**src/rtl/ccg_code_pkg.sv**
```systemverilog
// Shared types, widths and the golden forward map of the 4-in / 13-out CCG benchmark.
// CODE_TABLE is regenerated by the benchmark flow; every entry satisfies f9 = ~f1.
package ccg_code_pkg;

  localparam int CW    = 13;
  localparam int IW    = 4;
  localparam int DEPTH = 1 << IW;

  typedef logic [CW-1:0] code_t;
  typedef logic [IW-1:0] idx_t;
  typedef logic [IW:0]   cnt_t;

  localparam idx_t LAST_IDX = idx_t'(DEPTH - 1);

  localparam code_t CODE_TABLE [DEPTH] = '{
    13'h1FA4, 13'h0A51, 13'h1FA4, 13'h0C33,
    13'h1366, 13'h06E9, 13'h1B1C, 13'h0C8F,
    13'h1572, 13'h0C33, 13'h1FA4, 13'h13D8,
    13'h0A45, 13'h1796, 13'h04BB, 13'h11F0
  };

  typedef enum logic [1:0] {
    IDLE = 2'd0,
    SCAN = 2'd1,
    DONE = 2'd2
  } state_e;

endpackage

```
**src/rtl/ccg_code_rom.sv**
```systemverilog
// Combinational index -> codeword lookup; swap CODE_TABLE to retarget another benchmark.
module ccg_code_rom
  import ccg_code_pkg::*;
(
  input  idx_t  idx_i,
  output code_t code_o
);

  assign code_o = CODE_TABLE[idx_i];

endmodule

```
**src/rtl/ccg_code_inverter.sv**
```systemverilog
// Sequential inverse of the CCG forward map: scans all table entries for a latched
// codeword and reports lowest matching index, hit, multiplicity and match count.
module ccg_code_inverter
  import ccg_code_pkg::*;
#(
  parameter bit EARLY_EXIT = 1'b0
) (
  input  logic          clk,
  input  logic          rst_n,
  input  logic          in_valid,
  output logic          in_ready,
  input  logic [CW-1:0] in_code,
  output logic          out_valid,
  input  logic          out_ready,
  output logic [IW-1:0] out_index,
  output logic          out_hit,
  output logic          out_multi,
  output logic [IW:0]   out_count
);

  state_e state_q, state_d;
  cnt_t   idx_q, idx_d;
  code_t  code_q, code_d;
  code_t  cand_q, cand_d;
  idx_t   cand_idx_q, cand_idx_d;
  logic   cand_vld_q, cand_vld_d;
  idx_t   index_q, index_d;
  logic   hit_q, hit_d;
  logic   multi_q, multi_d;
  cnt_t   count_q, count_d;
  code_t  rom_code_s;
  logic   match_s;

  ccg_code_rom u_rom (
    .idx_i  (idx_q[IW-1:0]),
    .code_o (rom_code_s)
  );

  // The ROM read is registered into cand_q and compared one cycle later, so each
  // candidate costs one fetch cycle plus one compare cycle in the pipeline.
  assign match_s = cand_vld_q && (cand_q == code_q);

  always_comb begin
    state_d    = state_q;
    idx_d      = idx_q;
    code_d     = code_q;
    cand_d     = cand_q;
    cand_idx_d = cand_idx_q;
    cand_vld_d = cand_vld_q;
    index_d    = index_q;
    hit_d      = hit_q;
    multi_d    = multi_q;
    count_d    = count_q;
    case (state_q)
      IDLE: begin
        if (in_valid) begin
          code_d     = in_code;
          idx_d      = '0;
          cand_vld_d = 1'b0;
          index_d    = '0;
          hit_d      = 1'b0;
          multi_d    = 1'b0;
          count_d    = '0;
          state_d    = SCAN;
        end else begin
          state_d = IDLE;
        end
      end
      SCAN: begin
        cand_d     = rom_code_s;
        cand_idx_d = idx_q[IW-1:0];
        // idx_q[IW] marks "all entries fetched"; no wrap back to entry 0.
        cand_vld_d = ~idx_q[IW];
        if (!idx_q[IW]) begin
          idx_d = idx_q + cnt_t'(1);
        end else begin
          idx_d = idx_q;
        end
        if (match_s) begin
          count_d = count_q + cnt_t'(1);
          if (!hit_q) begin
            hit_d   = 1'b1;
            index_d = cand_idx_q;
          end else begin
            multi_d = 1'b1;
          end
        end else begin
          count_d = count_q;
        end
        if (cand_vld_q && ((cand_idx_q == LAST_IDX) || (EARLY_EXIT && match_s))) begin
          state_d = DONE;
        end else begin
          state_d = SCAN;
        end
      end
      DONE: begin
        if (out_ready) begin
          state_d = IDLE;
        end else begin
          state_d = DONE;
        end
      end
      default: begin
        state_d = IDLE;
      end
    endcase
  end

  // State, scan pipeline and result registers.
  always_ff @(posedge clk or negedge rst_n) begin
    if (!rst_n) begin
      state_q    <= IDLE;
      idx_q      <= '0;
      code_q     <= '0;
      cand_q     <= '0;
      cand_idx_q <= '0;
      cand_vld_q <= 1'b0;
      index_q    <= '0;
      hit_q      <= 1'b0;
      multi_q    <= 1'b0;
      count_q    <= '0;
    end else begin
      state_q    <= state_d;
      idx_q      <= idx_d;
      code_q     <= code_d;
      cand_q     <= cand_d;
      cand_idx_q <= cand_idx_d;
      cand_vld_q <= cand_vld_d;
      index_q    <= index_d;
      hit_q      <= hit_d;
      multi_q    <= multi_d;
      count_q    <= count_d;
    end
  end

  assign in_ready  = (state_q == IDLE);
  assign out_valid = (state_q == DONE);
  assign out_index = index_q;
  assign out_hit   = hit_q;
  assign out_multi = multi_q;
  assign out_count = count_q;

endmodule
```
**config.mk**
```make
export PLATFORM = sky130hd
export DESIGN_NAME = ccg_code_inverter
export DESIGN_NICKNAME = d
export VERILOG_FILES = /design/src/rtl/ccg_code_pkg.sv /design/src/rtl/ccg_code_rom.sv /design/src/rtl/ccg_code_inverter.sv
export SDC_FILE = /design/constraint.sdc
export NUM_CORES = 1
export LEC_CHECK = 0
export CORE_AREA = 5 5 78 80
export CTS_CLUSTER_SIZE = 14
export DETAILED_ROUTE_END_ITERATION = 10
export DIE_AREA = 0 0 83 85
export PLACE_DENSITY = 0.81
export SLEW_MARGIN = 25
export SYNTH_ARGS = -nofsm -noshare
export SYNTH_HDL_FRONTEND = slang
export SYNTH_SLANG_ARGS = --single-unit
```
**constraint.sdc**
```tcl
create_clock -name clk -period 1.5 [get_ports clk]
set_input_delay 0.45 -clock clk [delete_from_list [all_inputs] [get_ports clk]]
set_output_delay 0.45 -clock clk [all_outputs]
set_load 0.01 [all_outputs]
```
== Yosys cells after proc, flatten, opt, wreduce, memory -nomap -nowiden ==
Memory sizes are Yosys's and may differ from the RTL's. A register that Yosys moved wholly into a read port is not among the register bits.
Index checks and enable logic that the tools add are counted.
Widths: inputs -> output; s select.

* Register bits after elaboration: 36
* Bits in latches: 0
* Memory bits (writable): 0
* ROM bits: 208
* Bits of input ports: 17
* Output and inout bits: 13
* Word-level logic and storage cells: 55
* Memories kept: 1

{| class="wikitable"
|+ Memories
! memory !! words !! bits a word !! rd ports !! clocked after memory_dff !! wr ports !! line !! source
|-
| (no name shown) || 16 || 13 || 1 || 1 || 0 || ccg_code_rom.sv:9 || <nowiki>assign code_o = CODE_TABLE[idx_i];</nowiki>
|}

* $add $sub $neg: 2
* $mul: 0
* Div/mod/pow operators: 0
* Order comparisons: 0
* Equality and inequality tests: 9
* Shift operators: 0
* Mux-type cells: 20
* Bitwise operators: 2
* Reduce and logical (&&, ||, !) cells: 11

{| class="wikitable"
|+ Operator list
! operator !! number
|-
| $pmux 5 s2 || 2
|-
| $mux 5 || 3
|-
| $eq 13x13->1 || 1
|-
| $mux 4 || 3
|-
| $add 5x1->5 const B || 2
|-
| $ne 2x2->1 const B || 5
|-
| $pmux 4 s2 || 1
|-
| $reduce_and 4->1 || 2
|-
| $pmux 1 s2 || 3
|-
| $pmux 2 s3 || 1
|-
| $reduce_and 3->1 || 2
|-
| $mux 1 || 5
|-
| $not 4->5 || 1
|-
| $eq 4x4->1 const B || 1
|-
| $mux 2 || 2
|-
| $reduce_and 2->1 || 2
|-
| $eq 2x1->1 const B || 1
|-
| $eq 2x2->1 const B || 1
|-
| $logic_and 1x1->1 || 2
|-
| $logic_not 2->1 || 1
|-
| $reduce_bool 2->1 || 1
|-
| $logic_not 1->1 || 1
|-
| $not 1->1 || 1
|}

== Longest topological paths before layout ==
Gate-level depths: netlist of run 1.

* Depth after elaboration: 4
* Mapped depth: 7
* Mapped depth without buffers: 6

== By module ==
From an unflattened synthesis of run 1, not the netlist that was laid out.

* Cells, all modules: 269
* Area, all modules: 2620.0 um^2

{| class="wikitable"
|+ Modules (own cells, without submodules)
! module !! instances !! cells an instance !! area an instance (um^2) !! seq. area each (um^2)
|-
| ccg_code_inverter || 1 || 213 || 2204.6 || 1226.2
|-
| ccg_code_rom || 1 || 56 || 415.4 || 0.0
|}

== Least setup slack after synthesis of run 1 ==
No wires, ideal clock.

* Path type: register -> register
* Start point: reg idx_q[0]
* End point: reg cand_q[1]
* Library setup time: 0.132 ns
* Data arrival time: 1.492 ns
* Data required time: 1.368 ns
* Setup slack: -0.124 ns
* Stages on the path, launching flop included: 8
* Buffers on the path: 1
* Period minus slack after synthesis: 1.624 ns
* Path through: dfrtp_1 > clkbuf_1 > inv_1 > ha_1 > nand2_1 > nor3b_1 > a31oi_1 > o21ai_1

* Cells in the longest elaborated chain, start to end: 1

{| class="wikitable"
|+ RTL lines
! element !! line !! source
|-
| start: declaration || ccg_code_inverter.sv:22 || <nowiki>cnt_t idx_q, idx_d;</nowiki>
|-
| start signal: assignment || ccg_code_inverter.sv:124 || <nowiki>idx_q <= idx_d;</nowiki>
|-
| $not 4->5 (not written as such) || ccg_code_rom.sv:9 ||
|-
| end: declaration || ccg_code_inverter.sv:24 || <nowiki>code_t cand_q, cand_d;</nowiki>
|}

Every way passes these cells.
A chain may end at the register's enable or synchronous reset.

== Final worst setup path of run 1 ==
* Start point: reg code_q[11]
* End point: reg index_q[2], in the netlist out_index[2]

* Cells in the longest elaborated chain, start to end: 4

{| class="wikitable"
|+ RTL lines
! element !! line !! source
|-
| start: declaration || ccg_code_inverter.sv:23 || <nowiki>code_t code_q, code_d;</nowiki>
|-
| start signal: assignment || ccg_code_inverter.sv:125 || <nowiki>code_q <= code_d;</nowiki>
|-
| $eq 13x13->1 || ccg_code_inverter.sv:41 || <nowiki>assign match_s = cand_vld_q && (cand_q == code_q);</nowiki>
|-
| $logic_and 1x1->1 || ccg_code_inverter.sv:41 ||
|-
| $ne 2x2->1 (no line) || -- ||
|-
| $reduce_and 4->1 (no line) || -- ||
|-
| end signal: assignment || ccg_code_inverter.sv:129 || <nowiki>index_q <= index_d;</nowiki>
|-
| end: declaration || ccg_code_inverter.sv:27 || <nowiki>idx_t index_q, index_d;</nowiki>
|}

Every way passes these cells.

==> run_results.csv, run 1 <==
group,metric,value,unit
outcome,status,"finished with violations",
outcome,violations,"negative setup slack",
sta,grt_setup_unrepaired,"true",
critical_path,crit_slowest_cell,"dfrtp_1",
critical_path,max_stage_delay,0.44,ns
sta,fin_crit_sh,1.20,
synthesis,ys_seq_area_frac,0.479,
critical_path,startpoint_type,"flop",
synthesis,yosys_warnings,0,
layout,diodes,0,
min_path,hold_class,"in -> async",
route,wl_met1,2.39,mm
route,met3_length,192,microns
clock_tree,clkLatencyLatePin,0.30,ns
clock_tree,clockBufferDepth,2,
floorplanning,fp.dieH,85,microns
power_and_ir_drop,power_frac_comb,0.537,
power_and_ir_drop,powerDensity,2030,mW/mm^2
route,ant_nets,0,
global_route,grt_max_degree,49,
synthesis,synth_seq_cells,48,
power_and_ir_drop,power,6850,uW
power_and_ir_drop,p_int,4100,uW
power_and_ir_drop,p_leak,0.00157,uW
power_and_ir_drop,p_sw_frac,0.402,
placement,place_ws,-0.416,ns
clock_tree,clkSlewWorstSetupHoldPaths,0.09,ns
critical_path,timing.critical_path.cells,"xnor2_2 > nand4_1 > nor4_2 > buf_4 > nor3b_4 > a22o_1",
critical_path,cp.arrival,2.04,ns
clock_tree,cts_hold_buf,0,
clock_tree,tritoncts,"yes",
route,vias_per_cell,5.39,
placement,hpwl,4.01,mm
global_route,grt_pass1_vias,2104,
floorplanning,dieArea,0.00706,sq mm
layout,layout.nets,331,
critical_path,crit_required,1.74,ns
floorplanning,ios,30,
critical_path,path_max_fanout,4,
synthesis,yosys.cell_types.count,39,
sta,fin_crit,1.80,ns
synthesis,synth_edf_count,0,
sta,worst_pin_slew,0.547,ns
critical_path,end_kind,"flop",
global_route,grt_pass1_wl,9.65,mm
sta,relSlewSlack,0.636,
synthesis,netlist_area,0.00251,sq mm
flow_run,max_cap_viol_count,0,
floorplanning,die_w,83,microns
power_and_ir_drop,max-vdd-ir-drop,0.000799,V
synthesis,syn_nets,269,
route,routedWlPerCell,15.5,microns
floorplanning,core,0.00534,sq mm
clock_tree,cts-root-buf,"clkbuf_8",
synthesis,async_flop_share,1.00,
floorplanning,rows,27,
route,drc,0,
route,routed_wl,5.82,mm
global_route,grt_overflow,0,
sta,final_hold_viol_count,0,
route,first_iter_violations,87,
placement,globalplace.congestion,0.842,
clock_tree,clock-sinks,48,
sta,maxSlewViolCount,0,
route,highest_layer,"met4",
route,wl_met2,3.14,mm
route,vias,2022,
sta,final.setup.worst_slack,-0.303,ns
placement,io_buffers,29,
sta,max_freq,0.555,GHz
power_and_ir_drop,switching_power,2760,uW
clock_tree,numCtsBuffers,5,
synthesis,postSynthAreaPerCell,10.5,sq um
route,dr.pass1.iters,4,
layout,layout-drive-gt1-share,0.287,
critical_path,critPathKind,"reg -> reg",
layout,synthToLayoutAreaGrowth,34.4,%
synthesis,ys.flop_type,"dfrtp_1",
floorplanning,initial_utilization,0.470,
synthesis,synthCells,240,
layout,layout_common_cells,"dfrtp_1 (47), buf_4 (35), nand2_1 (29)",
power_and_ir_drop,seqPwrFrac,0.347,
power_and_ir_drop,clkPwrFrac,0.116,
clock_tree,htreeDepth,2,
sta,skew,0.00978,ns
sta,setup_viol,9,
global_route,antenna_found_initial,0,
layout,final_common_cell,"dfrtp_1",
global_route,grt_use_total,0.168,
==> per-stage QoR <==
stage | utilization | setup TNS, ns | cell area, sq um | cells | hold WS [ns]
finish | 0.632 | -1.40 | 3370 | 375 | 0.117
global route | 0.632 | -2.36 | 3370 | 375 | 0.131
CTS | 0.616 | -1.26 | 3290 | 373 | 0.122
detailed placement | 0.583 | -5.51 | 3110 | 362 | 0.454
global placement | 0.583 | -4.53 | 3110 | 362 | 0.450
floorplan | - | 0 | 2510 | 240 | 0.154
==> power by group through the flow <==
stage | logic, uW | clock network (uW) | registers (uW)
after floorplan | 2150 | 0 | 2170
after global placement | 3080 | 0 | 2280
after detailed placement | 3230 | 0 | 2310
after CTS | 3470 | 807 | 2340
after global routing | 4070 | 871 | 2440
final | 3680 | 797 | 2380
==> registers in the layout, indices dropped and copies added (netlist names) <==
signal      cells
code_q         13
cand_q         12
idx_q           5
out_count       5
cand_idx_q      4
out_index       4
state_q         2
cand_vld_q      1
out_hit         1
out_multi       1
==> final timing paths <==
kind / from / to / slack (ns) / depth (start not counted)
hold / removal: rst_n / code_q[4] / 0.12 / 2
max in group asynchronous: rst_n / idx_q[0] / 1.15 / 2
min in group clk: out_index[3] / out_index[3] / 0.51 / 1
setup reg to reg: code_q[11] / out_index[2] / -0.30 / 6
setup / recovery: code_q[11] / out_index[2] / -0.30 / 6
hold reg to reg: out_index[3] / out_index[3] / 0.51 / 1
==> timing repair <==
action                                 in CTS  in global routing
gates resized for setup                    32                 19
cloned                                      0                  1
pin swaps                                  12                  8
setup buffers                               4                  2
setup endpoints to repair                  27                 37
endpoints found under the hold margin       0                  0
==> synthesized netlist by cell type, drive strengths merged, types with 2 or more instances <==
master	instances	area share
dfrtp	48	0.48
nand2	31	0.047
o21ai	25	0.050
mux2	16	0.072
nor2	13	0.019
ha	12	0.060
xnor2	12	0.054
a21oi	11	0.022
clkbuf	10	0.015
a22o	7	0.024
nand4	7	0.020
mux2i	6	0.024
inv	5	0.0075
nand2b	4	0.010
nor2b	4	0.010
a211oi	3	0.0090
a31oi	3	0.0075
buf	3	0.0060
nand3	3	0.0060
and3	2	0.0050
nor3b	2	0.0080
nor4	2	0.011
o211ai	2	0.0060
==> critical path: cells and delay by family, from the launching register on <==
family / cells / cell delay, ns
and+or+nand+nor: 3 / 0.71
xor gates and xnor gates: 1 / 0.22
AOI/OAI and AO/OA: 1 / 0.19
DFF: 1 / 0.44
buffers and inverters: 1 / 0.17
==> cell type report <==
type                       count  area, sq um
timing repair buffer          68          601
multi-input combinational    174         1370
inverter                       5         18.8
clock inverter                 1         7.51
fill                         416         1960
clock buffer                   7         86.3
sequential                    48         1200
tap                           72         90.1
==> metal layers <==
metal	vias up	global-route usage
li1	980	-
met1	995	0.190
met2	36	0.300
met3	11	0.0427
met4	0	0.0728
met5	-	0
==> cells by family (layout without fill, tap and decap cells) <==
kind of cell	after synthesis	in the layout	share of synthesized area
and+or+nand+nor	71	71	0.145
AOI/OAI and AO/OA	57	57	0.139
DFF	48	48	0.479
muxes	22	22	0.0957
buffers and inverters	18	81	0.0284
adders and majority gates	12	12	0.0598
xor gates and xnor gates	12	12	0.0538
Note: power is estimated with default switching activity, not from simulation.
==> inputs of run 2 (changes only) <==
--- a/config.mk
+++ b/config.mk
@@ -5,12 +5,13 @@
 export SDC_FILE = /design/constraint.sdc
 export NUM_CORES = 1
 export LEC_CHECK = 0
+export ABC_CLOCK_PERIOD_IN_PS = 1500
 export CORE_AREA = 5 5 78 80
 export CTS_CLUSTER_SIZE = 14
 export DETAILED_ROUTE_END_ITERATION = 10
 export DIE_AREA = 0 0 83 85
 export PLACE_DENSITY = 0.81
-export SLEW_MARGIN = 25
+export SLEW_MARGIN = 20
 export SYNTH_ARGS = -nofsm -noshare
 export SYNTH_HDL_FRONTEND = slang
 export SYNTH_SLANG_ARGS = --single-unit
==> results of run 2 <==
Same layout as run 1: the final DEF is identical, and so are final timing and power.
==> edit (flow settings as in run 2) <==
The parameter `EARLY_EXIT` goes from 1'b0 to 1'b1.
--- a/src/rtl/ccg_code_inverter.sv
+++ b/src/rtl/ccg_code_inverter.sv
@@ -4,5 +4,5 @@
   import ccg_code_pkg::*;
 #(
-  parameter bit EARLY_EXIT = 1'b0
+  parameter bit EARLY_EXIT = 1'b1
 ) (
   input  logic          clk,
Check against the original RTL: not equivalent (Yosys sat finds a counterexample within 4 cycles, from zero or initial values and one cycle with rst_n low).
==> edit against run 2 <==
The flow still finishes with violations (negative setup slack). Combinational power is 41% higher. Design area grew 14%. Non-clock buffer count up 31. Area after synthesis rose by 6.4%. Sequential cell count unchanged. Setup slack lost 0.031 ns. Total power rose by 22%. Routed wire length up 25%. Largest cell class unchanged. Largest power group unchanged.
==> edit: results (changes against run 2) <==
Power
  – VDD IR max: 1270 uV (+59%)
  – Leakage power: 1.79 nW (+14%)

Routing
  – Initial DRC count: 126 (+45%)
  – Final WL: 7.26 mm (+25%)
  – DRT Pass-1 Iters: 5 (+1)
  – Via/cell ratio: 5.53 (+2.6%)
  – Drt wl/cell: 17.5 um (+13%)

Place
  – Routability congestion estimate: 0.888 (+5.5%)
  – Dpl ws: -0.549 ns (-0.133 ns)
  – Post-DP HPWL: 4.48 mm (+12%)
  – Count of input and output buffers: 29 (unchanged)
  – Post-placement cell count: 385 (+6.4%)

Timing
  – Setup Skew: 0.00850 ns (-0.00128 ns)
  – Final setup fails: 39 (+30)
  – Setup TNS Final: -4.99 ns (-3.59 ns)
  – Worst Tran Pin Value: 0.460 ns (-0.0863 ns)
  – Fin worst setup slack: -0.334 ns (-0.0306 ns)
  – Slew Viols, Final: 0 (unchanged)

Outcome
  – Failing checks: negative setup slack
  – Status: finished, violations left

Synthesis
  – Syn_area_per_cell: 10.6 um2 (+1.4%)
  – Ys flop type: dfrtp_1
  – Synth warn: 0 (unchanged)
  – Part of the Yosys area used for sequential elements: 45.0% (-2.9 points)
  – Most frequent cells after synthesis: 48 x dfrtp_1, 33 x nand2_1, 26 x o21ai_0
  – Asr flop ratio synth: 100% (unchanged)
  – Top-area cell type share of the netlist area: 45.0% (-2.9 points)
  – Library cells used by synthesis: 45 (+15%)
  – Top cells by area, synth: dfrtp_1 45%, mux2_2 6.7%, ha_1 5.6%
  – Syn Nets: 281 (+4.5%)

Global route
  – Largest net degree at the start of global routing: 49 (unchanged)
  – First-pass GRT wire length: 11.0 mm (+15%)
  – GRT Util Overall: 19.4% (+2.6 points)
  – Vias in the first global route: 2330 (+11%)
  – Initial antenna violation count: 0 (unchanged)

Layout
  – Share of cells above drive strength 1: 39.1% (+10 points)
  – Antenna Cells: 0 (unchanged)
  – Top Registers: code_q: 13 flops, cand_q: 12 flops
  – # nets final: 372 (+12%)
  – # fillers: 395 (-5.0%)

Worst setup path
  – Worst Path Max Fanout: 4 (unchanged)
  – Kind of critical path: flop to flop
  – R2r startpoint: code_q[0]

Min path
  – Hold crit path type: input port to asynchronous set/reset pin

Clock network
  – H-tree depth: 2 (unchanged)
  – Clk_lat worst skew: 0.30 ns (about the same)
  – Clock root cell: clkbuf_8
  – Num CTS Buffers: 5 (unchanged)
  – Reg clk slew, reported paths: 0.08 ns
  – Bufs on Longest Clock Path: 2 (unchanged)
edit: routing by layer:
metal	up-vias	track usage (%)	part of all wire, %
li1	1076	-	-
met1	1135	22.2	40
met2	66	34.7	54
met3	18	4.27	4.0
met4	0	8.77	2.6
met5	-	0	0
edit: cell families after synthesis:
group / Yosys count / share of synthesized area, %
simple gates: 72 / 16.2
compound gates: 55 / 14.0
flops: 48 / 45.0
buf+inv: 29 / 4.36
mux: 24 / 10.7
xor+xnor: 12 / 4.22
fa+ha+maj: 12 / 5.62
edit: critical path, stage by stage (launching register included):
cell     delay, ns
dfrtp_1       0.41
xor2_1        0.19
or4b_4        0.58
nor4_4        0.37
o32ai_1       0.15
edit: area by class of cell:
| type | count | area [um2] | area share (%) |
|---|---|---|---|
| clock buffers | 6 | 72.6 | 1.89 |
| clock inverters | 1 | 5.00 | 0.130 |
| inverters | 14 | 55.1 | 1.43 |
| multi-input cells | 175 | 1490 | 38.8 |
| flip-flops and latches | 48 | 1200 | 31.3 |
| well taps | 72 | 90.1 | 2.34 |
| repair buffers | 99 | 927 | 24.1 |
edit: path summary, 6_finish.rpt:
kind,end,slack (ns),depth (start not counted)
worst max-delay path,out_index[0],-0.33,4
worst min-delay path,out_count[0],0.13,2
worst max register to register,out_index[0],-0.33,4
worst min register to register,out_count[4],0.48,1
max in group asynchronous,idx_q[0],1.15,2
min in group clk,out_count[4],0.48,1
edit: metrics by stage:
stage          utilization [%]  hold WS [ns]  total power, mW  cell area [um2]
2_1_floorplan                -         0.154             4.94             2720
3_3_place_gp              63.1         0.451             6.52             3370
3_5_place_dp              63.1         0.456             6.72             3370
4_1_cts                   67.1         0.133             7.62             3580
5_1_grt                   72.0         0.141             8.90             3840
6_report                  72.0         0.128             8.34             3840
edit: repair_timing:
item	in CTS	in global routing
setup endpoints to repair	50	38
endpoints found under the hold margin	0	0
resized for setup	43	44
pin swaps	17	7
setup buffers	10	12
gates cloned	1	3
edit: report_power, final:
group	leakage (nW)	internal [mW]	switching [mW]
Clock	0.0410	0.318	0.418
Combinational	1.16	2.74	2.46
Sequential	0.588	1.91	0.488
Total	1.79	4.97	3.36
